--- src/rtl/mem_store_buffer.sv ---
// Posted-write store buffer between the EX/MEM stage and a slow data ram.
// Stores retire into a FIFO in one cycle; loads forward youngest-first or read ram on a miss.
module mem_store_buffer #(
  parameter int DEPTH        = 4,
  parameter int DRAIN_CYCLES = 2
) (
  input  logic        clk,
  input  logic        reset,
  input  logic        mem_read,
  input  logic        mem_write,
  input  logic [31:0] address,
  input  logic [31:0] write_data,
  output logic [31:0] read_data,
  output logic        ready,
  output logic        empty,
  output logic        ram_read_enable,
  output logic        ram_write_enable,
  output logic [31:0] ram_address,
  output logic [31:0] ram_data_in,
  input  logic [31:0] ram_data_out
);

  localparam int PTR_W   = $clog2(DEPTH);
  localparam int CNT_W   = PTR_W + 1;
  localparam int DRAIN_W = (DRAIN_CYCLES > 1) ? $clog2(DRAIN_CYCLES) : 1;

  localparam logic [CNT_W-1:0]   FULL_COUNT = CNT_W'(DEPTH);
  localparam logic [DRAIN_W-1:0] DRAIN_LAST = DRAIN_W'(DRAIN_CYCLES - 1);

  typedef logic [PTR_W-1:0] ptr_t;

  typedef enum logic {
    S_IDLE,
    S_DRAIN
  } state_t;

  typedef struct packed {
    logic [31:0] addr;
    logic [31:0] data;
  } entry_t;

  entry_t             entries [DEPTH];
  ptr_t               head_q;
  ptr_t               tail_q;
  logic [CNT_W-1:0]   count_q;
  state_t             state_q;
  state_t             state_d;
  logic [DRAIN_W-1:0] cnt_q;
  logic [DRAIN_W-1:0] cnt_d;

  entry_t      head_entry;
  ptr_t        scan_idx;
  logic        has_entries;
  logic        full;
  logic        hit;
  logic [31:0] hit_data;
  logic        load_miss;
  logic        push;
  logic        pop;

  assign head_entry  = entries[head_q];
  assign has_entries = (count_q != '0);
  assign full        = (count_q == FULL_COUNT);

  // Walk oldest to youngest so the last match (the youngest store) wins.
  // NOTE: every signal driven in an always_comb gets a default at the top; a missing branch would otherwise infer a latch.
  always_comb begin
    hit      = 1'b0;
    hit_data = '0;
    scan_idx = '0;
    for (int i = 0; i < DEPTH; i++) begin
      scan_idx = head_q + ptr_t'(i);
      if ((CNT_W'(i) < count_q) && (entries[scan_idx].addr == address)) begin
        hit      = 1'b1;
        hit_data = entries[scan_idx].data;
      end
    end
  end

  assign load_miss = mem_read & ~hit;
  // A simultaneous load takes precedence; the store half of such a request is dropped.
  assign push      = mem_write & ~mem_read & ~full;

  always_comb begin
    state_d          = state_q;
    cnt_d            = cnt_q;
    pop              = 1'b0;
    ready            = 1'b1;
    read_data        = '0;
    ram_read_enable  = 1'b0;
    ram_write_enable = 1'b0;
    ram_address      = head_entry.addr;
    ram_data_in      = head_entry.data;

    case (state_q)
      S_IDLE: begin
        if (load_miss) begin
          ram_read_enable = 1'b1;
          ram_address     = address;
          read_data       = ram_data_out;
        end else if (has_entries) begin
          state_d = S_DRAIN;
          cnt_d   = DRAIN_LAST;
        end
      end
      S_DRAIN: begin
        if (cnt_q != '0) begin
          cnt_d = cnt_q - DRAIN_W'(1);
        end else begin
          ram_write_enable = 1'b1;
          pop              = 1'b1;
          state_d          = S_IDLE;
        end
        // The ram port is busy; a missing load waits for the drain to finish.
        if (load_miss) ready = 1'b0;
      end
      default: state_d = S_IDLE;
    endcase

    if (mem_read && hit) begin
      read_data = hit_data;
    end else if (mem_write && !mem_read && full) begin
      ready = 1'b0;
    end

    // Reset cuts off the port immediately so an in-flight drain never reaches ram.
    if (reset) begin
      pop              = 1'b0;
      ready            = 1'b1;
      read_data        = '0;
      ram_read_enable  = 1'b0;
      ram_write_enable = 1'b0;
    end
  end

  assign empty = reset | ~has_entries;

  // NOTE: sequential state uses non-blocking assignments so every register samples pre-edge values.
  always_ff @(posedge clk) begin
    if (reset) begin
      state_q <= S_IDLE;
      cnt_q   <= '0;
      head_q  <= '0;
      tail_q  <= '0;
      count_q <= '0;
    end else begin
      state_q <= state_d;
      cnt_q   <= cnt_d;
      if (push) tail_q <= tail_q + ptr_t'(1);
      if (pop)  head_q <= head_q + ptr_t'(1);
      count_q <= count_q + CNT_W'(push) - CNT_W'(pop);
    end
  end

  // NOTE: the entry array is deliberately not reset; count_q alone decides which entries are live.
  always_ff @(posedge clk) begin
    if (push && !reset) entries[tail_q] <= '{addr: address, data: write_data};
  end

endmodule

--- config.mk ---
export PLATFORM = sky130hd
export DESIGN_NAME = mem_store_buffer
export DESIGN_NICKNAME = d
export VERILOG_FILES = /design/src/rtl/mem_store_buffer.sv
export SDC_FILE = /design/constraint.sdc
export NUM_CORES = 1
export LEC_CHECK = 0
export ABC_AREA = 0
export ABC_CLOCK_PERIOD_IN_PS = 4510
export BUFFER_PORTS_ARGS = -buffer_cell sky130_fd_sc_hd__buf_2
export CAP_MARGIN = 25
export CORE_ASPECT_RATIO = 1.1
export CORE_MARGIN = 1
export CORE_UTILIZATION = 30
export DETAILED_ROUTE_END_ITERATION = 10
export MAX_ROUTING_LAYER = met4
export PLACE_DENSITY = 0.52
export SYNTH_ARGS = -nofsm -noshare
export SYNTH_HDL_FRONTEND = slang
export SYNTH_SLANG_ARGS = --single-unit
--- constraint.sdc ---
create_clock -name clk -period 4.51 [get_ports clk]
set_input_delay 0.6765 -clock clk [delete_from_list [all_inputs] [get_ports clk]]
set_output_delay 0.6765 -clock clk [all_outputs]
set_load 0.005 [all_outputs]
# Yosys cells after proc, flatten, opt, wreduce, memory -nomap -nowiden
# Memory sizes are Yosys's and may differ from the RTL's. A register that Yosys moved wholly into a read port is not among the register bits.
# Index checks and enable logic that the tools add are counted.
classes:
  shift: 0
  reduce_logical: 12
  mux: 37
  bitwise: 9
  eq_ne: 7
  n_addsub: 7
  mul: 0
  div: 0
  n_lt_le_gt_ge: 4
op_table:
  columns: ["cell", "count"]
  rows:
  - ["32-bit 2-to-1 mux", 10]
  - ["32-bit equality test", 4]
  - ["1-bit 2-to-1 mux", 23]
  - ["1-bit logical AND", 8]
  - ["1-bit by 3-bit < comparator with 1-bit output (first input constant)", 2]
  - ["2-bit by 3-bit < comparator with 1-bit output (first input constant)", 2]
  - ["1-bit NOT", 5]
  - ["2-bit by 1-bit adder with 2-bit output (second input constant)", 2]
  - ["2-bit adder (second input constant)", 2]
  - ["2-bit 2-to-1 mux", 2]
  - ["2-bit inequality test (second input constant)", 2]
  - ["1-bit case mux with 2 select lines", 2]
  - ["3-bit by 1-bit adder with 3-bit output", 1]
  - ["1-bit bitwise AND", 3]
  - ["3-bit equality test (second input constant)", 1]
  - ["3-bit nonzero test", 1]
  - ["3-bit by 1-bit subtractor with 3-bit output", 1]
  - ["1-bit logical NOT", 2]
  - ["2-bit AND reduction", 1]
  - ["1-bit OR", 1]
  - ["1-bit subtractor (second input constant)", 1]
word_totals:
  latchBits: 0
  output_inout_bits: 100
  ramBits: 256
  word_cells: 82
  rom_bits: 0
  in_bits: 100
  memories: 1
  regBits: 9
memory_table:
  columns: ["memory", "depth", "width", "rd", "rd_ports_with_merged_regs", "write_ports", "line", "text"]
  rows:
  - ["entries", 4, 64, 4, 1, 1, "42", "entry_t entries [DEPTH];"]

# Logic depth before layout (Yosys ltp)
# Gate-level depths: netlist of the first run.
# An unclocked memory read counts as a cell.
depth:
  ltp_word: 14
  depth_mapped: 16
  depth_no_buf: 10

# Worst setup path after synthesis of the first run
# Ideal clock, no wire load.
synth_timing:
  kind: "register to output"
  from: "reg head_q[0]"
  to: "out ram_address[0]"
  path_stages_with_launch: 13
  n_path_buf: 3
  t_required_ps: 3833
  setup_slack_ps: 897
  arrival_ps: 2936
  path_cell_list: "dfxtp_1 buf_4 mux4_2 xor2_1 nor4_1 nand4_1 nor4_1 and2_1 buf_2 nor4b_4 nand3_2 buf_6 mux2_4"
synth_via:
  elab_chain_len: 11
  elab_cells_between_ends: 17
  classes_between: "3 x add/sub; 3 x eq/ne; 5 x mux; 2 x bitwise; 3 x reduce/logical; 1 x memory"
synth_lines:
  columns: ["item", "line", "text"]
  rows:
  - ["start: declaration", "43", "ptr_t head_q;"]
  - ["start signal: assignment", "150", "if (pop) head_q <= head_q + ptr_t'(1);"]
  - ["2-bit by 1-bit adder with 2-bit output", "72", "scan_idx = head_q + ptr_t'(i);"]
  - ["memory 4 x 64 bit (*)", null, null]
  - ["32-bit equality test", "73", "if ((CNT_W'(i) < count_q) && (entries[scan_idx].addr == address)) begin"]
  - ["1-bit logical AND", "73", null]
  - ["1-bit 2-to-1 mux (2 in a row)", "73", null]
  - ["1-bit 2-to-1 mux (*)", "73", null]
  - ["1-bit NOT (*)", "80", "assign load_miss = mem_read & ~hit;"]
  - ["1-bit bitwise AND (*)", "80", null]
  - ["32-bit 2-to-1 mux (*)", "97", "if (load_miss) begin"]
  - ["32-bit 2-to-1 mux (*)", "95", "case (state_q)"]
  - ["end: declaration", "18", "output logic [31:0] ram_address,"]
# Every way passes the cells marked *; elsewhere a longest branch is shown, timed or not.

# Worst setup path in the final report of the first run
layout_timing:
  from: "reg head_q[0]"
  to: "out ram_address[4]"
# The elaborated chain is that of the path after synthesis.

==> flow_summary.yaml, run 1 <==
run_status:
  status: "finished, violations left"
  violations: "setup timing"
worst_setup_path:
  r2r-end: "cnt_q"
  path_class: "register to output port"
  crit_fanout: 17
  reg2regPathDepth: 12
  slowest_stage: "mux4_2"
  slowest_delay_ns: 0.53
  crit_end: "ram_address[4]"
  cp.required_ns: 3.83
  crit_path_end_kind: "output port"
  crit_arrival_ns: 4.08
  setup.worst_path.start_class: "register"
  r2r_slack_ns: 1.36
  worstPathCellList: "buf_16 -> mux4_2 -> xnor2_1 -> nor4_2 -> nand4_1 -> nor4_2 -> buf_4 -> and2_4 -> nor4b_4 -> nand3_4 -> buf_12 -> clkbuf_16 -> buf_12 -> a31o_4 -> buf_6"
  crit_start: "head_q[0]"
placement:
  hpwl_mm: 43.3
  routabilityCongestion: 0.992
  dp.cells: 2381
  port_buffers: 199
  dp_worst_setup_slack_ns: 0.0343
power:
  ir_drop_v: 0.000289
  leakagePower_nw: 7.94
  p_seq_share_pct: 33.6
  swShare_pct: 29.8
  total_power_mw: 8.59
  power_density_nw_per_um2: 367
  p_clk_share_pct: 33.5
  p_switching_mw: 2.56
  power_frac_comb_pct: 32.9
  p_int_mw: 6.03
global_route:
  antenna_found_initial: 4
  grt_pass1_vias: 14700
  grt_pass1_wl_mm: 96.9
  grt_max_degree: 91
  overflow: 0
  grt_usage_pct: 21.7
sta:
  setup_viol: 63
  drv_slew: 0
  fin_crit_sh_pct: 105
  hold_viol: 0
  finClkSkew_ns: 0.0178
  rsz0062_at_grt: "yes"
  fmax_mhz: 210
  period_needed_ns: 4.75
  slew_headroom_pct: 40.1
  worstMarginPinSlew_ns: 0.899
  worst_slack_ns: -0.243
synth:
  netlist_top_cells_count: "edfxtp_1, mux4_2, mux2i_1, nor2_1, a21oi_1"
  synth_area_leaders: "edfxtp_1, mux4_2, mux2i_1"
  ys_types: 68
  synth.most_common_cell: "edfxtp_1"
  postSynthNetCount: 1531
  syn_area_per_cell_um2: 12.9
  syn_area_um2: 18300
  synth_seq_cells: 267
  synth_edf_count: 256
  async_reset_ff_share_pct: 0
  synth_cells: 1422
  seq_area_frac_synth_pct: 43.2
  synth_top_cell_area_share_pct: 42.0
  synth_area_leader_cell: "edfxtp_1"
  synth_flop_cell: "edfxtp_1"
  ys.warnings.count: 0
clock_network:
  cts_hold_buf: 0
  cts_buffers: 35
  clk_latency_ns: 0.55
  cts_tree: "built"
  cts-htree-levels: 2
  clk_pin_slew_ns: 0.06
  ctsLongestPathBuffers: 3
  clock-sinks: 267
  root_buffer: "clkbuf_16"
floorplanning:
  start_util_pct: 30.5
  ios: 200
  dieArea_um2: 62000
  core_area_um2: 60100
  num_rows: 94
  die_w_um: 238
  fp.dieH_um: 261
route:
  drc: 0
  ant_nets: 0
  first_pass_iters: 5
  drt_iter0_drc: 1325
  wl_mm: 66.6
  vias: 14300
  via_per_inst: 5.70
  wl_per_cell_um: 26.5
finish:
  area_delta_synth_final_pct: 27.8
  final_layout_size_suffix_gt1_share_pct: 40.3
  stdcell_count: 2516
  nNetsFinal: 1782
min_path:
  min_path_type: "input pin to register"
run:
  drv_cap: 0
cells by family after synthesis:
group | Yosys count | share of synthesized area (%)
adder cells (fa/ha/maj) | 9 | 0.656
AO/OA/AOI/OAI | 312 | 11.7
buffers and inverters | 164 | 4.22
flip-flops | 267 | 43.2
AND/OR/NAND/NOR | 218 | 5.60
XOR/XNOR | 113 | 5.41
multiplexers | 339 | 29.2
through the flow:
step                setup TNS (ns)  cell area [um^2]  utilization [%]  hold slack (ns)
floorplan                        0             18300                -            0.479
global placement                 0             20500             34.1            0.510
detailed placement               0             20500             34.1            0.529
CTS                         -10.60             23100             38.4            0.303
global route                -16.05             23400             38.9            0.327
finish                       -7.12             23400             38.9            0.332
metal layers:
layer  global-route usage (%)  vias up  share of wire (%)
met5                        -        -                  0
met4                     8.33        0                3.9
met3                     3.94      162                7.5
met2                     37.0      721                 50
met1                     25.5     7253                 39
li1                         -     6194                  -
power groups by stage:
stage               clock network (mW)  logic, mW  registers [mW]
CTS                               2.94       2.74            2.88
global placement                     0       2.32            2.94
global route                      3.02       3.00            2.89
detailed placement                   0       2.33            2.95
finish                            2.88       2.82            2.89
floorplan                            0       1.64            2.89
critical path: cells and delay by family (launching register included):
| kind | cells | cell delay [ns] |
|---|---|---|
| AND/OR/NAND/NOR | 6 | 1.05 |
| buffers and inverters | 6 | 0.94 |
| multiplexers | 1 | 0.53 |
| flip-flops | 1 | 0.44 |
| XOR/XNOR | 1 | 0.31 |
| AO/OA/AOI/OAI | 1 | 0.24 |
flip-flops by register name (all words and copies together), names as in the netlist, named ones only:
name / cells
head_q: 2
count_q: 3
entries: 256
cnt_q: 1
tail_q: 2
state_q: 1
how the worst min path moves through the flow:
stage / slack (ns) / cells past startpoint / start / end
after detailed placement: 0.53 / 2 / cnt_q / state_q
final: 0.33 / 1 / write_data[19] / entries[0][19]
after global routing: 0.33 / 1 / write_data[19] / entries[0][19]
after CTS: 0.30 / 1 / write_data[19] / entries[0][19]
after floorplan: 0.48 / 1 / state_q / cnt_q
after global placement: 0.51 / 2 / cnt_q / cnt_q
layout make-up:
cell class                 count  area, um^2
fill                        5691       36700
multi-input combinational    991       10000
sequential                   267        7920
timing repair buffer         356        3150
tap                          816        1020
clock buffer                  45         943
clock inverter                16         219
inverter                      22        82.6
antenna                        3        7.51
cell usage in the layout, fill, tap and decap left out, types with 25 or more instances in the layout:
master	Yosys	routed
a21oi_1	106	103
a221o_1	32	32
a2bb2oi_1	32	31
buf_12	0	28
buf_2	36	168
buf_4	8	96
buf_6	8	43
clkbuf_16	0	39
edfxtp_1	256	256
mux2_2	44	39
mux2_4	28	33
mux2i_1	125	108
mux4_2	141	141
nand2_1	25	25
nor2_1	120	118
o211ai_1	36	36
o21ai_0	42	39
xnor2_1	101	91
what timing repair did:
item	4_1_cts	5_1_grt
resized for setup	111	41
hold endpoints to repair	0	0
pin swaps	44	45
endpoints found under the setup margin	66	66
buffers inserted	45	17
gates cloned	14	4
Power figures use the tool's default switching activity.
==> run 2, diff against run 1 <==
--- a/config.mk
+++ b/config.mk
@@ -5,16 +5,16 @@
 export SDC_FILE = /design/constraint.sdc
 export NUM_CORES = 1
 export LEC_CHECK = 0
-export ABC_AREA = 0
+export ABC_AREA = 1
 export ABC_CLOCK_PERIOD_IN_PS = 4510
 export BUFFER_PORTS_ARGS = -buffer_cell sky130_fd_sc_hd__buf_2
 export CAP_MARGIN = 25
 export CORE_ASPECT_RATIO = 1.1
 export CORE_MARGIN = 1
-export CORE_UTILIZATION = 30
+export CORE_UTILIZATION = 44
 export DETAILED_ROUTE_END_ITERATION = 10
 export MAX_ROUTING_LAYER = met4
-export PLACE_DENSITY = 0.52
+export PLACE_DENSITY = 0.68
 export SYNTH_ARGS = -nofsm -noshare
 export SYNTH_HDL_FRONTEND = slang
 export SYNTH_SLANG_ARGS = --single-unit
==> flow_summary.yaml, run 2 <==
clock_network:
  cts_buffers: 31
  clk_latency_ns: 0.60
  root_buffer: "clkbuf_16"
  cts_tree: "built"
  cts-htree-levels: 1
  clk_pin_slew_ns: 0.06
  cts_hold_buf: 0
  clock-sinks: 267
  ctsLongestPathBuffers: 3
synth:
  syn_area_um2: 19700
  synth_area_leader_cell: "edfxtp_1"
  postSynthNetCount: 3112
  synth_seq_cells: 267
  synth_flop_cell: "edfxtp_1"
  synth_top_cell_area_share_pct: 39.0
  seq_area_frac_synth_pct: 40.2
  synth_area_leaders: "edfxtp_1, nand2_1, o21ai_0"
  synth_edf_count: 256
  ys_types: 33
  synth_cells: 3003
  async_reset_ff_share_pct: 0
  synth.most_common_cell: "nand2_1"
  ys.warnings.count: 0
  netlist_top_cells_count: "nand2_1, edfxtp_1, o21ai_0, inv_1, nand3_1"
  syn_area_per_cell_um2: 6.56
worst_setup_path:
  crit_path_end_kind: "output port"
  path_class: "register to output port"
  setup.worst_path.start_class: "register"
  crit_arrival_ns: 3.71
  reg2regPathDepth: 6
  cp.required_ns: 3.83
  crit_fanout: 31
power:
  ir_drop_v: 0.000328
  leakagePower_nw: 11.1
  power_density_nw_per_um2: 455
finish:
  largest_register_ffs: 256
  n_fill_cell: 4227
  final_layout_size_suffix_gt1_share_pct: 12.3
  top_register: "entries"
  final_core_util_pct: 53.1
  top_regs: "entries: 256 flops, count_q: 3 flops"
  area_delta_synth_final_pct: 17.9
  mostFrequentLayoutCells: "nand2_1, edfxtp_1, inv_1"
  nNetsFinal: 3263
  postLayoutCellArea_um2: 23200
  final_common_cell: "nand2_1"
global_route:
  grt_pass1_vias: 19500
  grt_usage_pct: 32.6
  grt_max_degree: 129
  antenna_found_initial: 3
  grt_pass1_wl_mm: 111
  overflow: 0
sta:
  period_needed_ns: 4.39
  worst_slack_ns: 0.121
  setup_viol: 0
  fin_crit_sh_pct: 97.3
  drv_slew: 0
  finClkSkew_ns: 0.0201
  fmax_mhz: 228
  worstMarginPinSlew_ns: 0.892
  hold_viol: 0
  slew_headroom_pct: 40.5
route:
  vias: 21500
  via_per_inst: 5.71
  wl_per_cell_um: 20.1
  ant_nets: 0
  first_pass_iters: 6
  drt_iter0_drc: 2346
  drc: 0
  wl_mm: 75.6
floorplanning:
  ios: 200
  dieArea_um2: 45600
  num_rows: 80
  core_area_um2: 43700
  die_w_um: 204
  fp.dieH_um: 224
  start_util_pct: 45.0
placement:
  dp_worst_setup_slack_ns: 0.282
  port_buffers: 199
  hpwl_mm: 48.2
  placed_area_um2: 21300
  routabilityCongestion: 1.01
min_path:
  min_path_cells: 1
  min_path_type: "input pin to register"
run_status:
  status: "completed"
run:
  drv_cap: 0
-- run 2: changes by cell type in the layout (fill, tap and decap cells not counted), moves of 37 or more --
| cell | before | now |
|---|---|---|
| nor2_1 | 118 | 164 |
| mux4_2 | 141 | 0 |
| inv_1 | 22 | 244 |
| o21ai_1 | 4 | 44 |
| buf_4 | 96 | 45 |
| nand2_1 | 25 | 1357 |
| buf_6 | 43 | 6 |
| o21ai_0 | 39 | 243 |
| xnor2_1 | 91 | 1 |
| nand3_1 | 7 | 214 |
| mux2_2 | 39 | 0 |
| mux2i_1 | 108 | 0 |
-- run 2: layout make-up --
cell class | instances | area (um^2) | share of cell area (%)
repair buffers | 285 | 2180 | 9.41
well taps | 574 | 718 | 3.09
clock buffers | 35 | 791 | 3.41
flip-flops and latches | 267 | 7920 | 34.1
inverters | 248 | 953 | 4.11
clock inverters | 23 | 254 | 1.09
diodes | 6 | 15.0 | 0.0647
multi-input cells | 2321 | 10400 | 44.7
-- run 2: per-layer routing --
layer	GRT usage, %	wire (um)	vias to the layer above	share of wire [%]
li1	-	-	10100	-
met1	39.8	29200	9833	39
met2	52.6	35200	1225	47
met3	4.10	6900	265	9.1
met4	17.0	4280	0	5.7
met5	-	0	-	0
-- run 2: through the flow --
step / std cells / total power, mW / setup TNS, ns / hold slack, ns
after global placement: 3668 / 7.34 / 0 / 0.450
after floorplan: 3003 / 5.96 / 0 / 0.438
after global routing: 3756 / 11.2 / -0.502 / 0.289
after detailed placement: 3668 / 7.42 / 0 / 0.465
after CTS: 3733 / 10.2 / 0 / 0.274
final: 3759 / 10.6 / 0 / 0.289
-- run 2: worst paths after layout --
| path | from | end | slack [ns] |
|---|---|---|---|
| max | head_q[0] | read_data[27] | 0.12 |
| min | write_data[13] | entries[0][13] | 0.29 |
| max reg2reg | count_q[2] | entries[3][33] | 1.82 |
| min reg2reg | cnt_q | cnt_q | 0.48 |
-- run 2: cells by family after synthesis --
logic type,after synthesis,synth area share (%)
buffers and inverters,418,8.52
DFF,267,40.2
AOI/OAI and AO/OA,452,12.3
xor gates and xnor gates,22,0.979
and+or+nand+nor,1835,37.4
adders and majority gates,9,0.610
-- run 2: power by group --
| group | internal (mW) | leakage (nW) | switching (mW) |
|---|---|---|---|
| Combinational | 1.66 | 8.17 | 3.38 |
| Sequential | 2.81 | 2.40 | 0.0886 |
| Clock | 1.54 | 0.510 | 1.07 |
-- run 2: what timing repair did --
| action | CTS | global route |
|---|---|---|
| hold endpoints to repair | 0 | 0 |
| gates cloned | 4 | 8 |
| setup endpoints to repair | 64 | 64 |
| buffers inserted | 3 | 11 |
| pin swaps | 2 | 7 |
| resized for setup | 25 | 72 |
-- run 2: critical path, stage by stage, from the launching register on --
cell	delay, ns
dfxtp_4	0.51
inv_8	0.12
nand2_8	0.13
nand2_8	0.09
buf_16	0.18
nand2_1	0.09
nand3_1	0.08
nand2_1	0.15
nand2_1	0.07
nor2_1	0.15
nand2_1	0.09
nor2_2	0.12
nand3_4	0.12
buf_12	0.19
a21oi_4	0.18
buf_12	0.14
buf_6	0.18
nand2_1	0.06
nand2_1	0.06
nand2_1	0.04
nand2_1	0.12
nand2_1	0.06
inv_1	0.05
buf_2	0.10
==> run 3, diff against run 2 <==
--- a/config.mk
+++ b/config.mk
@@ -5,7 +5,6 @@
 export SDC_FILE = /design/constraint.sdc
 export NUM_CORES = 1
 export LEC_CHECK = 0
-export ABC_AREA = 1
 export ABC_CLOCK_PERIOD_IN_PS = 4510
 export BUFFER_PORTS_ARGS = -buffer_cell sky130_fd_sc_hd__buf_2
 export CAP_MARGIN = 25
@@ -14,7 +13,7 @@
 export CORE_UTILIZATION = 44
 export DETAILED_ROUTE_END_ITERATION = 10
 export MAX_ROUTING_LAYER = met4
-export PLACE_DENSITY = 0.68
+export PLACE_DENSITY = 0.69
 export SYNTH_ARGS = -nofsm -noshare
 export SYNTH_HDL_FRONTEND = slang
 export SYNTH_SLANG_ARGS = --single-unit
==> flow_summary.yaml, run 3 (synthesis gave the netlist of run 1 again) <==
finish:
  top_regs: "entries: 256 flops, count_q: 3 flops"
  final_layout_size_suffix_gt1_share_pct: 39.4
  final_core_util_pct: 54.9
  stdcell_count: 2234
  area_delta_synth_final_pct: 23.4
  n_fill_cell: 3413
  register_area_um2: 7920
  top_register: "entries"
  final_common_cell: "edfxtp_1"
  nNetsFinal: 1752
  mostFrequentLayoutCells: "edfxtp_1, buf_2, mux4_2"
  largest_register_ffs: 256
  multi_input_area_um2: 10000
placement:
  dp.cells: 2114
  routabilityCongestion: 0.973
  port_buffers: 199
  dp_worst_setup_slack_ns: 0.0706
  hpwl_mm: 38.0
run_status:
  violations: "setup timing"
  status: "finished, violations left"
floorplanning:
  ios: 200
  fp.dieH_um: 216
  start_util_pct: 44.5
  dieArea_um2: 42400
  num_rows: 78
  die_w_um: 197
  core_area_um2: 41200
sta:
  finClkSkew_ns: 0.0226
  slew_headroom_pct: 31.7
  hold_ws_ns: 0.283
  worstMarginPinSlew_ns: 1.02
  rsz0062_at_grt: "yes"
  drv_slew: 0
  tns_ns: -13.63
  setup_viol: 66
  worst_slack_ns: -0.290
  period_needed_ns: 4.80
  hold_viol: 0
  fin_crit_sh_pct: 106
  fmax_mhz: 208
global_route:
  grt_usage_pct: 28.6
  grt_max_degree: 106
  grt_pass1_wl_mm: 88.8
  grt_pass1_vias: 14300
  antenna_found_initial: 4
  overflow: 0
power:
  ir_drop_v: 0.000319
  leakagePower_nw: 7.68
  power_density_nw_per_um2: 361
route:
  wl_mm: 59.2
  first_pass_iters: 8
  ant_nets: 0
  vias: 14400
  wl_per_cell_um: 26.5
  drc: 0
  via_per_inst: 6.44
  drt_iter0_drc: 1637
worst_setup_path:
  cp.required_ns: 3.83
  crit_fanout: 7
  crit_path_end_kind: "output port"
  path_class: "register to output port"
  timing.rr.start: "head_q[0]"
  crit_start: "head_q[0]"
  setup.worst_path.start_class: "register"
  crit_arrival_ns: 4.12
clock_network:
  cts_hold_buf: 0
  clk_latency_ns: 0.61
  clock-sinks: 267
  root_buffer: "clkbuf_16"
  cts_buffers: 31
  cts-htree-levels: 1
  cts_tree: "built"
  ctsLongestPathBuffers: 3
  clk_pin_slew_ns: 0.06
min_path:
  min_path_type: "input pin to register"
  min_from: "write_data[17]"
run:
  drv_cap: 0
-- run 3: final cells by class --
cell class                      count  share of cell area [%]
Multi-Input combinational cell    991                    44.4
Sequential cell                   267                    35.1
Timing Repair Buffer              330                    12.5
Clock buffer                       38                    3.59
Tap cell                          560                    3.10
Clock inverter                     20                   0.958
Inverter                           22                   0.365
Antenna cell                        6                  0.0664
-- run 3: path summary, 6_finish.rpt --
kind,endpoint,slack [ns],depth (start not counted)
worst max-delay path,ram_address[12],-0.29,16
worst min-delay path,entries[3][17],0.28,1
worst max register to register,state_q,0.96,16
worst min register to register,cnt_q,0.54,2
-- run 3: critical path: stages (launching register included) --
cell       delay, ns
dfxtp_4         0.35
buf_4           0.14
buf_12          0.14
buf_4           0.13
buf_4           0.15
mux2i_2         0.34
a2111oi_1       0.15
a21oi_1         0.23
nor4_2          0.09
buf_4           0.16
and2_4          0.17
nor4b_4         0.42
nand3_4         0.22
buf_12          0.25
buf_16          0.15
mux2_4          0.30
buf_6           0.11
-- run 3: report_power, final --
group	switching [mW]	internal, mW
registers	0.0688	2.80
clock network	1.05	1.51
logic	1.32	1.41
-- run 3: layer usage --
layer	vias to the layer above	GRT usage, %	part of all wire, %
met2	920	46.7	49
met5	-	-	0
met3	171	5.55	9.7
met4	0	10.2	3.8
met1	7165	35.3	37
li1	6123	-	-
-- run 3: metrics by stage --
step	total power, mW	instance area, um^2
after floorplan	4.54	18300
after global placement	5.19	20100
after detailed placement	5.22	20100
after CTS	8.15	22400
after global routing	8.44	22600
final	8.16	22600
-- run 3: repair_timing --
action | in CTS | in global routing
pin swaps | 17 | 13
buffers inserted | 41 | 7
gates resized for setup | 104 | 38
cloned | 12 | 0
hold endpoints to repair | 0 | 0
endpoints found under the setup margin | 66 | 66
